==> src/rtl/axi_burst_addr_gen_pkg.sv <==
// axi_burst_addr_gen_pkg: shared AXI burst types, limits and legality helpers
package axi_burst_addr_gen_pkg;

  typedef enum logic [2:0] {
    SIZE_1B, SIZE_2B, SIZE_4B, SIZE_8B, SIZE_16B, SIZE_32B, SIZE_64B, SIZE_128B
  } axi_burst_size;

  typedef enum logic [1:0] {
    BURST_FIXED = 2'b00,
    BURST_INCR  = 2'b01,
    BURST_WRAP  = 2'b10,
    BURST_RSVD  = 2'b11
  } axi_burst_type;

  typedef enum logic {S_IDLE, S_BURST} gen_state_e;

  localparam int AXI_4KB_BOUNDARY = 4096;
  localparam int AXI_4KB_SHIFT    = $clog2(AXI_4KB_BOUNDARY);
  localparam logic [7:0] FIXED_MAX_LEN = 8'd15;

  // WRAP bursts may only carry 2, 4, 8 or 16 beats
  function automatic logic wrap_len_ok(input logic [7:0] len);
    return len inside {8'd1, 8'd3, 8'd7, 8'd15};
  endfunction

endpackage

==> src/rtl/axi_burst_addr_gen_next_addr.sv <==
// axi_next_addr: combinational step from one beat address to the next
module axi_next_addr
  import axi_burst_addr_gen_pkg::*;
#(
  parameter int ADDR_WIDTH = 32
) (
  input  logic [ADDR_WIDTH-1:0] addr_i,
  input  logic [ADDR_WIDTH-1:0] start_i,
  input  logic [2:0]            size_i,
  input  logic [7:0]            len_i,
  input  logic [1:0]            burst_i,
  output logic [ADDR_WIDTH-1:0] next_o
);

  logic [ADDR_WIDTH-1:0] sz, total, boundary, incr, aligned_incr;

  // FIXED holds, WRAP folds back at boundary+total, INCR and reserved step aligned
  always_comb begin
    sz           = ADDR_WIDTH'(1) << size_i;
    total        = (ADDR_WIDTH'(len_i) + ADDR_WIDTH'(1)) << size_i;
    boundary     = start_i & ~(total - ADDR_WIDTH'(1));
    incr         = addr_i + sz;
    aligned_incr = (addr_i & ~(sz - ADDR_WIDTH'(1))) + sz;
    next_o       = (burst_i == BURST_FIXED) ? addr_i :
                   (burst_i == BURST_WRAP)  ? ((incr == boundary + total) ? boundary : incr) :
                                              aligned_incr;
  end

endmodule

==> src/rtl/axi_burst_addr_gen.sv <==
// axi_burst_addr_gen: expands one AXI burst command into per-beat addresses
module axi_burst_addr_gen
  import axi_burst_addr_gen_pkg::*;
#(
  parameter int ADDR_WIDTH = 32,
  parameter int DATA_WIDTH = 64,
  parameter int ID_WIDTH   = 4
) (
  input  logic                  clk_i,
  input  logic                  rst_ni,
  input  logic                  cmd_valid_i,
  output logic                  cmd_ready_o,
  input  logic [ADDR_WIDTH-1:0] cmd_addr_i,
  input  logic [7:0]            cmd_len_i,
  input  logic [2:0]            cmd_size_i,
  input  logic [1:0]            cmd_burst_i,
  input  logic [ID_WIDTH-1:0]   cmd_id_i,
  output logic                  beat_valid_o,
  input  logic                  beat_ready_i,
  output logic [ADDR_WIDTH-1:0] beat_addr_o,
  output logic [7:0]            beat_idx_o,
  output logic                  beat_last_o,
  output logic [ID_WIDTH-1:0]   beat_id_o,
  output logic                  beat_err_o,
  output logic                  busy_o
);

  localparam logic [ADDR_WIDTH-1:0] MAX_BYTES = ADDR_WIDTH'(DATA_WIDTH / 8);

  gen_state_e            state_q, state_d;
  logic [ADDR_WIDTH-1:0] addr_q, addr_d, start_q, start_d, next_addr;
  logic [7:0]            len_q, len_d, idx_q, idx_d;
  logic [2:0]            size_q, size_d;
  logic [1:0]            burst_q, burst_d;
  logic [ID_WIDTH-1:0]   id_q, id_d;
  logic                  err_q, err_d;
  logic [ADDR_WIDTH-1:0] cmd_sz;
  logic [ADDR_WIDTH:0]   cmd_end;
  logic                  cmd_err;

  axi_next_addr #(.ADDR_WIDTH(ADDR_WIDTH)) u_next (
    .addr_i  (addr_q),
    .start_i (start_q),
    .size_i  (size_q),
    .len_i   (len_q),
    .burst_i (burst_q),
    .next_o  (next_addr)
  );

  // legality of the incoming command; cmd_end is the last byte touched by an INCR burst
  always_comb begin
    cmd_sz  = ADDR_WIDTH'(1) << cmd_size_i;
    cmd_end = {1'b0, cmd_addr_i & ~(cmd_sz - ADDR_WIDTH'(1))}
            + (((ADDR_WIDTH + 1)'(cmd_len_i) + (ADDR_WIDTH + 1)'(1)) << cmd_size_i)
            - (ADDR_WIDTH + 1)'(1);
    cmd_err = (cmd_sz > MAX_BYTES)
           || (cmd_burst_i == BURST_RSVD)
           || (cmd_burst_i == BURST_WRAP && (!wrap_len_ok(cmd_len_i) || |(cmd_addr_i & (cmd_sz - ADDR_WIDTH'(1)))))
           || (cmd_burst_i == BURST_FIXED && cmd_len_i > FIXED_MAX_LEN)
           || (cmd_burst_i == BURST_INCR &&
               cmd_end[ADDR_WIDTH:AXI_4KB_SHIFT] != {1'b0, cmd_addr_i[ADDR_WIDTH-1:AXI_4KB_SHIFT]});
  end

  // next state: capture a command in IDLE, step or finish on each beat handshake
  always_comb begin
    state_d = state_q;
    addr_d  = addr_q;
    start_d = start_q;
    len_d   = len_q;
    size_d  = size_q;
    burst_d = burst_q;
    id_d    = id_q;
    err_d   = err_q;
    idx_d   = idx_q;
    if (state_q == S_IDLE) begin
      if (cmd_valid_i) begin
        state_d = S_BURST;
        addr_d  = cmd_addr_i;
        start_d = cmd_addr_i;
        len_d   = cmd_len_i;
        size_d  = cmd_size_i;
        burst_d = cmd_burst_i;
        id_d    = cmd_id_i;
        err_d   = cmd_err;
        idx_d   = 8'd0;
      end
    end else if (beat_ready_i) begin
      if (idx_q == len_q) begin
        state_d = S_IDLE;
      end else begin
        idx_d  = idx_q + 8'd1;
        addr_d = next_addr;
      end
    end
  end

  // state and captured burst registers
  always_ff @(posedge clk_i or negedge rst_ni) begin
    if (!rst_ni) begin
      state_q <= S_IDLE;
      addr_q  <= '0;
      start_q <= '0;
      len_q   <= '0;
      size_q  <= '0;
      burst_q <= '0;
      id_q    <= '0;
      err_q   <= 1'b0;
      idx_q   <= '0;
    end else begin
      state_q <= state_d;
      addr_q  <= addr_d;
      start_q <= start_d;
      len_q   <= len_d;
      size_q  <= size_d;
      burst_q <= burst_d;
      id_q    <= id_d;
      err_q   <= err_d;
      idx_q   <= idx_d;
    end
  end

  assign cmd_ready_o  = rst_ni && state_q == S_IDLE;
  assign beat_valid_o = state_q == S_BURST;
  assign busy_o       = state_q == S_BURST;
  assign beat_addr_o  = addr_q;
  assign beat_idx_o   = idx_q;
  assign beat_last_o  = beat_valid_o && idx_q == len_q;
  assign beat_id_o    = id_q;
  assign beat_err_o   = err_q;

endmodule

==> config.mk <==
export PLATFORM = sky130hd
export DESIGN_NAME = axi_burst_addr_gen
export DESIGN_NICKNAME = d
export VERILOG_FILES = /design/src/rtl/axi_burst_addr_gen_pkg.sv /design/src/rtl/axi_burst_addr_gen_next_addr.sv /design/src/rtl/axi_burst_addr_gen.sv
export SDC_FILE = /design/constraint.sdc
export NUM_CORES = 1
export LEC_CHECK = 0
export ABC_AREA = 1
export CAP_MARGIN = 0
export CORE_ASPECT_RATIO = 0.6
export CORE_MARGIN = 2
export CORE_UTILIZATION = 30
export CTS_CLUSTER_DIAMETER = 40
export CTS_CLUSTER_SIZE = 14
export DETAILED_ROUTE_END_ITERATION = 8
export SLEW_MARGIN = 20
export SYNTH_ARGS = -nofsm -noshare
export SYNTH_HDL_FRONTEND = slang
export SYNTH_SLANG_ARGS = --single-unit
export TNS_END_PERCENT = 20
==> constraint.sdc <==
create_clock -name clk_i -period 4.5 [get_ports clk_i]
set_input_delay 0.45 -clock clk_i [delete_from_list [all_inputs] [get_ports clk_i]]
set_output_delay 0.45 -clock clk_i [all_outputs]
set_load 0.01 [all_outputs]
After elaboration in Yosys (flattened, before gate mapping) --
Index checks and enable logic that the tools add are counted.
Word-level totals: input bits 53, register bits after elaboration 91
Operators by class: shift operators 4, bitwise logic cells 8, add/sub/neg operators 11, reductions and logical operators 19, $lt $le $gt $ge 2, multiplexer cells 15, equality and inequality tests 14
Operator list (number):
- 32-bit 2-to-1 mux | 7
- 32-bit bitwise AND | 4
- 32-bit adder | 3
- 32-bit NOT | 3
- 32-bit by 1-bit subtractor with 32-bit output, second input constant | 3
- 1-bit by 3-bit left shift with 32-bit output, first input constant | 2
- 32-bit by 33-bit adder with 33-bit output | 1
- 9-bit by 3-bit left shift with 33-bit output | 1
- 33-bit by 1-bit subtractor with 33-bit output, second input constant | 1
- 32-bit equality test | 1
- 32-bit by 4-bit greater-than comparator with 1-bit output, second input constant | 1
- 8-bit 2-to-1 mux | 4
- 32-bit OR reduction | 1
- 32-bit by 3-bit left shift with 32-bit output | 1
- 21-bit by 20-bit inequality test with 1-bit output | 1
- 8-bit by 1-bit adder with 9-bit output, second input constant | 2
- 8-bit by 1-bit adder with 8-bit output, second input constant | 1
- 8-bit by 1-bit equality test with 1-bit output, second input constant | 1
- 8-bit by 2-bit equality test with 1-bit output, second input constant | 1
- 8-bit by 3-bit equality test with 1-bit output, second input constant | 1
- 8-bit by 4-bit equality test with 1-bit output, second input constant | 1
- 8-bit equality test | 1
- 8-bit by 4-bit greater-than comparator with 1-bit output, second input constant | 1
- 2-bit equality test, second input constant | 3
- 13 further kinds | 27

Logic depth before layout (Yosys ltp) --
depth in word-level cells 13, gate-level depth with buffers 39, gate-level depth less buffers 38

Modules after synthesis --
From an unflattened synthesis, not the netlist that was laid out.
Unflattened totals: cell total of the unflattened synthesis 2248, area total of the unflattened synthesis 13072.5 um2
By module, submodules not included:
- axi_burst_addr_gen | cells each 1095, instances 1, area an instance 7196.9 um2, sequential area each 2277.2 um2
- axi_next_addr | cells each 1153, instances 1, area an instance 5875.6 um2, sequential area each 0.0 um2

Worst setup path after synthesis --
No wires, ideal clock.
path type register to register, from register len_q[0], to register addr_q[25], in the netlist beat_addr_o[25], setup slack 0.261 ns, arrival 4.122 ns, buffers on the path 1, clock period less this slack 4.239 ns, required time 4.383 ns, library setup time 0.117 ns, stages on the path, launching flop included 35, cells stage by stage dfrtp_1 ha_1 inv_1 nand2_1 nand3_1 nand2_1 inv_2 nand2_1 inv_2 nand2_2 nor2_4 nand3_2 nor2_4 nand2_1 nor2_1 ha_1 nand2_1 inv_1 ha_1 nand2_1 inv_1 nand3_1 o221a_2 nand2_1 xnor2_1 nand2_1 nor2_1 nand2_1 nor2_4 buf_4 nand4_1 nand3_1 nand2_1 nand2_1 nand2_1
On the way: cells in the longest elaborated chain, start to end 13, elaborated cells on any way between the ends 16
Ends and longest elaborated chain:
- start: declaration | line axi_burst_addr_gen.sv:32 | logic [7:0] len_q, len_d, idx_q, idx_d;
- start signal: assignment | line axi_burst_addr_gen.sv:113 | len_q <= len_d;
- 8-bit by 1-bit adder with 9-bit output | line axi_burst_addr_gen_next_addr.sv:20 | total = (ADDR_WIDTH'(len_i) + ADDR_WIDTH'(1)) << size_i;
- 32-bit by 3-bit left shift with 32-bit output | line axi_burst_addr_gen_next_addr.sv:20
- 32-bit by 1-bit subtractor with 32-bit output | line axi_burst_addr_gen_next_addr.sv:21 | boundary = start_i & ~(total - ADDR_WIDTH'(1));
- 32-bit NOT | line axi_burst_addr_gen_next_addr.sv:21
- 32-bit bitwise AND | line axi_burst_addr_gen_next_addr.sv:21
- 32-bit adder | line axi_burst_addr_gen_next_addr.sv:25 | (burst_i == BURST_WRAP) ? ((incr == boundary + total) ? boundary : incr) :
- 32-bit equality test | line axi_burst_addr_gen_next_addr.sv:25
- 32-bit 2-to-1 mux (2 in a row) | line axi_burst_addr_gen_next_addr.sv:25
- 32-bit 2-to-1 mux | line axi_burst_addr_gen_next_addr.sv:24 | next_o = (burst_i == BURST_FIXED) ? addr_i :
- 32-bit 2-to-1 mux | line axi_burst_addr_gen.sv:88 | if (idx_q == len_q) begin
- 32-bit 2-to-1 mux | line axi_burst_addr_gen.sv:87 | end else if (beat_ready_i) begin
- 32-bit 2-to-1 mux | line axi_burst_addr_gen.sv:75 | if (state_q == S_IDLE) begin
- end signal: assignment | line axi_burst_addr_gen.sv:111 | addr_q <= addr_d;
- end: declaration | line axi_burst_addr_gen.sv:31 | logic [ADDR_WIDTH-1:0] addr_q, addr_d, start_q, start_d, next_addr;
Parallel ways exist; a longest one is shown, timed or not. The select of a mux whose other input is x is not followed. A chain may end at the register's enable or synchronous reset.

Worst setup path in the final report --
from register len_q[0], to register addr_q[12], in the netlist beat_addr_o[12]
The elaborated chain is that of the path after synthesis.

==> out/qor.csv <==
stage,metric,value,unit
clocking,cts_sinks,91,
timing,hold_viol,0,
run,max-cap-violations,0,
pwr,swShare,0.530,
setup_path,end_kind,flip-flop,
timing,fin_skew,0.0145,ns
placement,placed_area,16300,sq um
synthesis,syn_area_per_cell,5.84,sq um
final_layout,num-fill-cells,4225,
synthesis,synth-edff-count,0,
pwr,p_switching,5.95,mW
timing,max_freq,210,MHz
synthesis,async_flop_share,1.00,
routing,antenna_left,0,
synthesis,synthFlopType,dfrtp_1,
setup_path,reg2regPathDepth,34,
final_layout,layout_commonest_cell,nand2_1,
setup_path,setup.worst_path.start_class,flip-flop,
setup_path,cp_slowest_stage_delay,0.42,ns
clocking,htree_num_levels,3,
routing,drt-pass1-iter-count,8,
synthesis,synthDistinctLibCells,52,
global_routing,grt_max_degree,71,
timing,rsz0062_at_grt,true,
final_layout,area_growth,45.9,%
synthesis,synth_cells,2164,
global_routing,grt_pass1_vias,15200,
die,start_util,0.303,
setup_path,crit_arrival,5.01,ns
routing,finalWirelength,54900,um
clocking,cts-root-buf,clkbuf_16,
run_status,status,"finished, violations left",
placement,dpl.hpwl,43000,um
pwr,finalPower,11.2,mW
synthesis,synth_fp_nets,2294,
routing,routedWlPerCell,17.5,um
pwr,pwr-share-clk,0.071,
final_layout,fin_nets,2692,
die,die_w,269,um
synthesis,yosys_warnings,0,
routing,vias,16200,
placement,port_buffers,101,
die,ios,102,
global_routing,grt_pass1_wl,84400,um
setup_path,crit_path_max_fanout,16,
routing,drtIter0Drc,1651,
timing,max-slew-margin-rel,0.313,
die,die_h,163,um
timing,setup_viol,33,
run_status,violations,negative setup slack,
global_routing,grtUsageTotal,0.247,
min_path,hp-class,input pin to asynchronous set/reset pin,
timing,worstMarginPinSlew,1.00,ns
setup_path,crit_required,4.76,ns
global_routing,antenna_found_initial,0,
setup_path,r2r-end,beat_addr_o[12],
pwr,power_density,609,nW/um^2
setup_path,r2r-start,len_q[0],
timing,fin_ws,-0.253,ns
synthesis,synth_area,12600,sq um
setup_path,cp_common_cell,nand2_1,
pwr,p_seq_frac,0.137,
final_layout,final_util,0.442,
final_layout,stdcell_area,18400,sq um
synthesis,synth.area.top_cells,"nand2_1 (19%), dfrtp_1 (18%), inv_1 (8.7%), nand3_1 (8.1%), ha_1 (7.5%)",
synthesis,netlist.area_leader.share,0.193,
pwr,internal_power,5.28,mW
clocking,cts.clk_slew.worst_paths,0.07,ns
synthesis,synth_seq_area_share,0.180,
clocking,clockBufferDepth,2,
synthesis,netlist.top_cell.by_area,nand2_1,
routing,drc,0,
timing,finalMaxSlewViolations,0,
placement,dp.cells,3064,
die,die-area,43900,sq um
pwr,pwr-share-comb,0.792,
clocking,cts_tree,built,
die,core_area,41700,sq um
setup_path,cpLargestDelayFamily,simple AND/OR/NAND/NOR gates,
pwr,p_leak,9.16,nW
routing,vias_per_cell,5.16,
timing,finalCriticalPeriod,4.75,ns
clocking,cts_made_buffers,9,
global_routing,gr-total-overflow,0,
final_layout,drive_gt1_frac,0.254,
placement,gp_congestion,0.990,
setup_path,path_class,flip-flop to flip-flop,
setup_path,cp_num_buf_inv,7,
final_layout,antenna_cells,0,
setup_path,r2r_slack,-0.25,ns
setup_path,crit_slowest_cell,dfrtp_1,
timing,min_period_over_period,1.06,
die,std_cell_rows,58,
pwr,worst_ir_drop_vdd,0.000288,V
synthesis,ys_ff_latch,91,
final_layout,final_cell_mix,"nand2_1 (583), buf_4 (323), inv_1 (283)",
clocking,clock_latency,0.38,ns
final_layout,final_cells,3137,
==> stage by stage <==
step / hold WS, ns / TNS (ns) / setup WS [ns]
4_1_cts: 0.113 / -1.67 / -0.0855
5_1_grt: 0.133 / -15.07 / -0.497
6_report: 0.0996 / -6.33 / -0.253
2_1_floorplan: 0.154 / 0 / 0.261
3_5_place_dp: 0.467 / -9.91 / -0.674
3_3_place_gp: 0.463 / -8.53 / -0.580
==> Yosys cell counts, types with 26 or more instances <==
cell / count
nor2_1: 176
xor2_1: 71
dfrtp_1: 91
nand2_1: 650
xnor2_1: 26
ha_1: 76
nand3_1: 205
clkbuf_1: 30
nand4_1: 61
o21ai_0: 133
a21oi_1: 125
inv_1: 292
==> power groups by stage <==
stage          registers, mW  clock network (mW)  logic, mW
6_report                1.54               0.795       8.90
5_1_grt                 1.57               0.838       9.67
4_1_cts                 1.52               0.807       7.95
3_5_place_dp            1.52                   0       7.11
3_3_place_gp            1.52                   0       7.06
2_1_floorplan           1.44                   0       4.03
==> how the worst max path moves through the flow <==
stage | end | cells past startpoint | slack [ns] | startpoint
floorplan | beat_addr_o[25] | 34 | 0.26 | len_q[0]
global placement | beat_err_o | 27 | -0.58 | cmd_len_i[0]
detailed placement | beat_err_o | 27 | -0.67 | cmd_len_i[0]
CTS | beat_addr_o[14] | 37 | -0.09 | len_q[1]
global route | beat_addr_o[12] | 35 | -0.50 | len_q[0]
finish | beat_addr_o[12] | 34 | -0.25 | len_q[0]
==> cell families (layout without fill, tap and decap cells) <==
kind of cell	Yosys count	in the layout	synth area share
simple gates	1207	1207	0.422
fa+ha+maj	77	77	0.0768
buf+inv	378	781	0.119
flops	91	91	0.180
mux	1	1	0.000792
compound gates	312	312	0.132
xor+xnor	98	98	0.0690
==> repair_timing <==
action	in CTS	in global routing
buffers inserted	40	22
gates cloned	3	1
endpoints found under the setup margin	33	33
pin swaps	64	107
hold buffers	0	0
gates resized for setup	141	174
==> registers in the layout, indices dropped and copies added, names as in the netlist <==
name          flops
len_q             8
size_q            3
burst_q           2
beat_idx_o        8
start_q          32
beat_valid_o      1
beat_id_o         4
beat_err_o        1
beat_addr_o      32
==> final cells by class <==
| class | instances | area [sq um] | area share |
|---|---|---|---|
| multi-input cells | 1695 | 10100 | 0.549 |
| repair buffers | 451 | 3850 | 0.209 |
| clock inverters | 7 | 75.1 | 0.00407 |
| inverters | 314 | 1180 | 0.0642 |
| clock buffers | 9 | 225 | 0.0122 |
| flip-flops and latches | 91 | 2280 | 0.124 |
| well taps | 570 | 713 | 0.0387 |
==> per-layer routing <==
layer | vias to the layer above | part of all wire | GRT usage
li1 | 7823 | - | -
met1 | 7567 | 0.49 | 0.380
met2 | 722 | 0.39 | 0.340
met4 | 0 | 0.026 | 0.0667
met3 | 90 | 0.094 | 0.0520
met5 | - | 0 | 0
Note: power is estimated with default switching activity, not from simulation.
